$ cat config.mk
export PLATFORM = sky130hd
export DESIGN_NAME = instr_enc_loader
export DESIGN_NICKNAME = d
export VERILOG_FILES = /design/src/rtl/ctrl_pkg.sv /design/src/rtl/instr_pack.sv /design/src/rtl/instr_enc_loader.sv
export SDC_FILE = /design/constraint.sdc
export NUM_CORES = 1
export LEC_CHECK = 0
export ABC_AREA = 1
export ABC_CLOCK_PERIOD_IN_PS = 2100
export BUFFER_PORTS_ARGS = -buffer_cell sky130_fd_sc_hd__buf_2
export CORE_AREA = 2 2 66 100
export DETAILED_ROUTE_END_ITERATION = 10
export DIE_AREA = 0 0 68 102
export MAX_ROUTING_LAYER = met4
export PLACE_DENSITY = 0.78
export SYNTH_ARGS = -nofsm -noshare
export SYNTH_HDL_FRONTEND = slang
export SYNTH_SLANG_ARGS = --single-unit
$ cat constraint.sdc
create_clock -name clk -period 2.1 [get_ports clk]
set_clock_uncertainty 0.1 [all_clocks]
set_input_delay 0.21 -clock clk [delete_from_list [all_inputs] [get_ports clk]]
set_output_delay 0.21 -clock clk [all_outputs]
set_load 0.005 [all_outputs]
$ cat src/rtl/ctrl_pkg.sv
// Shared definitions for the instruction encoder/loader: opcodes, request kinds, NOP and FSM states.
// Optional checksum output of instr_enc_loader is enabled with ENC_LOADER_CHECKSUM_EN.
package ctrl_pkg;

    localparam logic [6:0] OP_RTYPE  = 7'b0110011;
    localparam logic [6:0] OP_IALU   = 7'b0010011;
    localparam logic [6:0] OP_LOAD   = 7'b0000011;
    localparam logic [6:0] OP_STORE  = 7'b0100011;
    localparam logic [6:0] OP_BRANCH = 7'b1100011;

    localparam logic [2:0] KIND_R    = 3'd0;
    localparam logic [2:0] KIND_IALU = 3'd1;
    localparam logic [2:0] KIND_LW   = 3'd2;
    localparam logic [2:0] KIND_SW   = 3'd3;
    localparam logic [2:0] KIND_BEQ  = 3'd4;

    localparam logic [31:0] NOP_WORD = 32'h0000_0013;

    typedef enum logic [1:0] {
        StIdle,
        StLoad,
        StFlush
    } state_e;

endpackage

$ cat src/rtl/instr_pack.sv
// Combinational RV32I field packer: request kind and fields in, 32-bit word and illegal flag out.
module instr_pack
    import ctrl_pkg::*;
(
    input  logic [2:0]  kind,
    input  logic [4:0]  rd,
    input  logic [4:0]  rs1,
    input  logic [4:0]  rs2,
    input  logic [2:0]  funct3,
    input  logic [6:0]  funct7,
    input  logic [12:0] imm,
    output logic [31:0] word,
    output logic        illegal
);

    always_comb begin
        word    = NOP_WORD;
        illegal = 1'b0;
        case (kind)
            KIND_R:    word = {funct7, rs2, rs1, funct3, rd, OP_RTYPE};
            KIND_IALU: word = {imm[11:0], rs1, funct3, rd, OP_IALU};
            KIND_LW:   word = {imm[11:0], rs1, 3'b010, rd, OP_LOAD};
            KIND_SW:   word = {imm[11:5], rs2, rs1, 3'b010, imm[4:0], OP_STORE};
            KIND_BEQ: begin
                // Branch offsets are halfword aligned; an odd offset cannot be encoded.
                if (imm[0]) begin
                    illegal = 1'b1;
                end else begin
                    word = {imm[12], imm[10:5], rs2, rs1, 3'b000, imm[4:1], imm[11], OP_BRANCH};
                end
            end
            default:   illegal = 1'b1;
        endcase
    end

endmodule

$ cat src/rtl/instr_enc_loader.sv
// Loads a session of encoded RV32I words into imem at consecutive addresses.
// Define ENC_LOADER_CHECKSUM_EN to add the csum output (XOR of words written this session).
module instr_enc_loader
    import ctrl_pkg::*;
#(
    parameter int unsigned ADDR_W    = 8,
    parameter int unsigned BASE_ADDR = 0
) (
    input  logic              clk,
    input  logic              reset,
    input  logic              start,
    input  logic [ADDR_W:0]   len,
    input  logic              in_valid,
    output logic              in_ready,
    input  logic [2:0]        kind,
    input  logic [4:0]        rd,
    input  logic [4:0]        rs1,
    input  logic [4:0]        rs2,
    input  logic [2:0]        funct3,
    input  logic [6:0]        funct7,
    input  logic [12:0]       imm,
    output logic              wr_en,
    output logic [ADDR_W-1:0] wr_addr,
    output logic [31:0]       wr_data,
    output logic              busy,
    output logic              done,
    output logic              err
`ifdef ENC_LOADER_CHECKSUM_EN
    ,
    output logic [31:0]       csum
`endif
);

    localparam logic [ADDR_W-1:0] BaseAddr = BASE_ADDR[ADDR_W-1:0];
    localparam logic [ADDR_W:0]   RemOne   = (ADDR_W+1)'(1);

    state_e            state_q, state_d;
    logic [ADDR_W:0]   rem_q;
    logic [ADDR_W-1:0] cnt_q;
    logic [31:0]       word;
    logic              illegal;
    logic              accept;
    logic              start_ok;

    instr_pack u_pack (
        .kind    (kind),
        .rd      (rd),
        .rs1     (rs1),
        .rs2     (rs2),
        .funct3  (funct3),
        .funct7  (funct7),
        .imm     (imm),
        .word    (word),
        .illegal (illegal)
    );

    assign accept   = in_valid & in_ready;
    assign start_ok = (state_q == StIdle) & start;
    assign busy     = (state_q != StIdle);

    always_comb begin
        state_d  = state_q;
        in_ready = 1'b0;
        done     = 1'b0;
        case (state_q)
            StIdle: begin
                if (start) begin
                    state_d = (len == '0) ? StFlush : StLoad;
                end
            end
            StLoad: begin
                in_ready = (rem_q != '0);
                if (in_valid && in_ready && rem_q == RemOne) begin
                    state_d = StFlush;
                end
            end
            StFlush: begin
                // With len>0 this cycle carries the final write, registered on the accept edge.
                done    = 1'b1;
                state_d = StIdle;
            end
            default: state_d = StIdle;
        endcase
    end

    always_ff @(posedge clk) begin
        if (reset) begin
            state_q <= StIdle;
            rem_q   <= '0;
            cnt_q   <= '0;
            wr_en   <= 1'b0;
            wr_addr <= '0;
            wr_data <= '0;
            err     <= 1'b0;
        end else begin
            state_q <= state_d;
            wr_en   <= accept;
            if (start_ok) begin
                err   <= 1'b0;
                rem_q <= len;
                cnt_q <= BaseAddr;
            end
            if (accept) begin
                wr_data <= word;
                wr_addr <= cnt_q;
                cnt_q   <= cnt_q + 1'b1;
                rem_q   <= rem_q - RemOne;
                if (illegal) begin
                    err <= 1'b1;
                end
            end
        end
    end

`ifdef ENC_LOADER_CHECKSUM_EN
    always_ff @(posedge clk) begin
        if (reset || start_ok) begin
            csum <= '0;
        end else if (accept) begin
            csum <= csum ^ word;
        end
    end
`endif

endmodule

==> impl_results.md <==
* Finish-stage setup viols at 0
* Clock root buffer: clkbuf_8
* TritonCTS buffer count at 9
* CP Data Arrival Time at approximately 2.1 ns
* Share of Yosys cell area claimed by the top area cell type at 0.386
* Number of vias per cell at 5.15
* First-pass GRT wire length at between 10000 and 15000 um
* Fin. Hold Viols at 0
* Die Width at 68 um
* GRT overflow at 0
* Htree depth at 3
* GR peak layer: met2
* LEAKAGE at ~0.0018 uW
* Die footprint at 0.00694 mm^2
* CP Class: reg2reg
* Final setup TNS at 0 ns
* Die span in y at 102 um
* Number of I/O port buffers at 96
* Worst setup EP type: flop
* Post-Synthesis Cells at ~450
* Synthesized area at between 0.003 and 0.004 mm^2
* TritonCTS clock tree: built
* Register clock-pin slew on the reported worst setup and hold paths at ~0.07 ns
* Vias in the first global route at approximately 2900
* Hold depth at 3
* RSZ-0062 raised after global routing: no
* Tightest Hold Check Type: in2reg
* DRC Markers at 0
* Hold-critical path endpoint: wr_data[16]
* R2R Setup Slk at approximately 0.17 ns
* Final WS setup at approximately 0.17 ns
* Crit Path Max Fanout at 21
* GR Util met1 at 0.265
* Pre-CTS setup slack at around 0.21 ns
* Avg Cell Area, Syn at around 6.6 um^2
* Wirelength per Cell at 12.4 um
* Top_reg_cell synth: dfxtp_1
* Min Tclk post-route at around 1.9 ns
* Register bit total from synthesis at 58
* Antenna violations before repair at 0
* Nature of the critical path startpoint: flop
* Vias at 3227
* Post-Place Cells at around 610
* FF-to-FF End: rem_q[7]
* Ports at 99
* Share of cells above drive strength 1 at 0.255
* Power density over cell area at 744 mW/mm^2
* Postcts setup bufs at 0
* FILL cells at just under 600
* Initial Utilization at 0.498
* Worst r2r path cells at 11
* Sequential share of the synthesized area at 0.386
* HPWL after DPL at about 5700 um
* Max-slew headroom at 0.494
* GRT Overall Usage at 0.240
* Final Wtd Congestion at 0.875
* Yosys warnings at 0
* Routed Antenna Nets at 0
* Synth-to-layout area growth at 23.6%
* Clk sink count at 58
* R2r startpoint: rem_q[0]
* HP Start: rs1[1]
* Distinct cells, synth at 31
* Fmax at around 520 MHz
* Core Area at between 0.006 and 0.007 mm^2
* Period utilisation layout at 0.918
* Outcome: finished, final reports clean
* Critical Path RT at between 2 and 2.5 ns
* EDFF count, synth at 0
* Non-Filler Instances at between 600 and 700
* DRT Wirelength at 7760 um
* Synth area leaders: dfxtp_1 (39%), nand2_1 (19%), nand3_1 (7.8%)
* Met2 Use GR at 0.411
* Antenna diodes at 0
* Worst VDD drop at between 0.3 and 0.4 mV
* Largest net degree at the start of global routing at 36
* CTS Buffer Depth at 2
* Fraction of registers with async set/reset at 0
* Final Slew Violations at 0
* Dominant cell type by area after synthesis: dfxtp_1
* Worst skew pair latency at 0.34 ns
* Pre-antenna DRT Iters at 4
* Slew @ Worst Pin at about 0.76 ns
* Fin nets at approximately 610
* Floorplan row count at 35
* DR iter-0 viols at roughly 230
* M3 GR Usage at 0.0496
* Max-cap violations at 0
## logic make-up after synthesis
family,Yosys count,share of synthesized area
AND/OR/NAND/NOR,274,0.401
buffers and inverters,59,0.0956
flip-flops,58,0.386
AO/OA/AOI/OAI,54,0.0919
XOR/XNOR,4,0.0116
adder cells (fa/ha/maj),3,0.0125
other,1,0.00125
## metrics by stage
stage	cell area, um^2	utilization	hold WS (ns)	total power, uW
2_1_floorplan	3010	-	0.241	1610
3_3_place_gp	3500	0.579	0.335	1770
3_5_place_dp	3500	0.579	0.337	1780
4_1_cts	3720	0.616	0.0356	2780
5_1_grt	3720	0.616	0.0374	2920
6_report	3720	0.616	0.0421	2770
## metal layers
| metal | routed length (um) | vias to the layer above |
|---|---|---|
| li1 | - | 1643 |
| met1 | 3120 | 1452 |
| met2 | 4010 | 113 |
| met3 | 439 | 19 |
| met4 | 182 | 0 |
| met5 | 0 | - |
## cell usage after synthesis, types with 2 or more instances
library cell and number:
nor2_2 2, clkbuf_1 7, nor2_1 41, nor2_4 5, xor2_1 3, inv_2 8
buf_6 3, nand2_1 155, dfxtp_1 58, inv_1 26, buf_4 10, nand2_2 3
o21ai_1 3, o21ai_0 19, a21oi_1 30, buf_2 3, nand3_1 47, nor3_1 2
nand4_1 14, ha_1 3
## registers in the layout (all words and copies together) (netlist names)
signal and cells:
cnt_q 8, err 1, rem_q 9, state_q 2, wr_addr 8, wr_data 29
wr_en 1
## power breakdown
part	switching, uW	internal (uW)
clock	438	568
sequential	42.9	1160
combinational	342	217
total	822	1950
## cells in the final DEF, fill, tap and decap left out, types with 2 or more instances in the layout
| master | netlist | routed |
|---|---|---|
| clkbuf_8 | 0 | 10 |
| dfxtp_1 | 58 | 58 |
| inv_2 | 8 | 8 |
| nor2_2 | 2 | 2 |
| xor2_1 | 3 | 3 |
| nand4_1 | 14 | 14 |
| nor2_4 | 5 | 5 |
| o21ai_1 | 3 | 3 |
| nand2_2 | 3 | 3 |
| nand2_1 | 155 | 155 |
| clkinv_2 | 0 | 2 |
| conb_1 | 1 | 2 |
| o21ai_0 | 19 | 19 |
| inv_1 | 26 | 26 |
| nor2_1 | 41 | 41 |
| buf_4 | 10 | 8 |
| buf_2 | 3 | 96 |
| a21oi_1 | 30 | 30 |
| ha_1 | 3 | 3 |
| clkinvlp_4 | 0 | 2 |
| dlygate4sd3_1 | 0 | 3 |
| nor3_1 | 2 | 2 |
| nand3_1 | 47 | 47 |
## worst max-delay path by stage
stage / end / cells past startpoint / from
after floorplan: rem_q[8] / 10 / rem_q[0]
after global placement: cnt_q[5] / 9 / rem_q[0]
after detailed placement: wr_data[17] / 9 / rem_q[0]
after CTS: wr_data[17] / 9 / rem_q[0]
after global routing: rem_q[2] / 11 / rem_q[0]
final: rem_q[7] / 11 / rem_q[0]
## cell type report
cell class,count,area (um^2),share of cell area
Clock buffer,10,138,0.0370
Clock inverter,5,55.1,0.0148
Tap cell,74,92.6,0.0249
Inverter,36,140,0.0376
Multi-Input combinational cell,337,1570,0.421
Sequential cell,58,1160,0.312
Timing Repair Buffer,107,571,0.153
## critical path: stages (launching register included)
cell	delay, ns
dfxtp_1	0.33
inv_1	0.12
ha_1	0.25
nand2_2	0.09
nor2_4	0.11
nand3_4	0.13
nand2_4	0.23
buf_4	0.24
nand3_1	0.09
nand2_1	0.07
nand2_1	0.05
nand2_1	0.07
## what timing repair did
action                                  4_1_cts  5_1_grt
endpoints found under the setup margin        0        1
hold endpoints to repair                      3        0
hold buffers                                  3        0
gates resized for setup                       0        1
No activity file was read; power rests on OpenSTA's default activity.
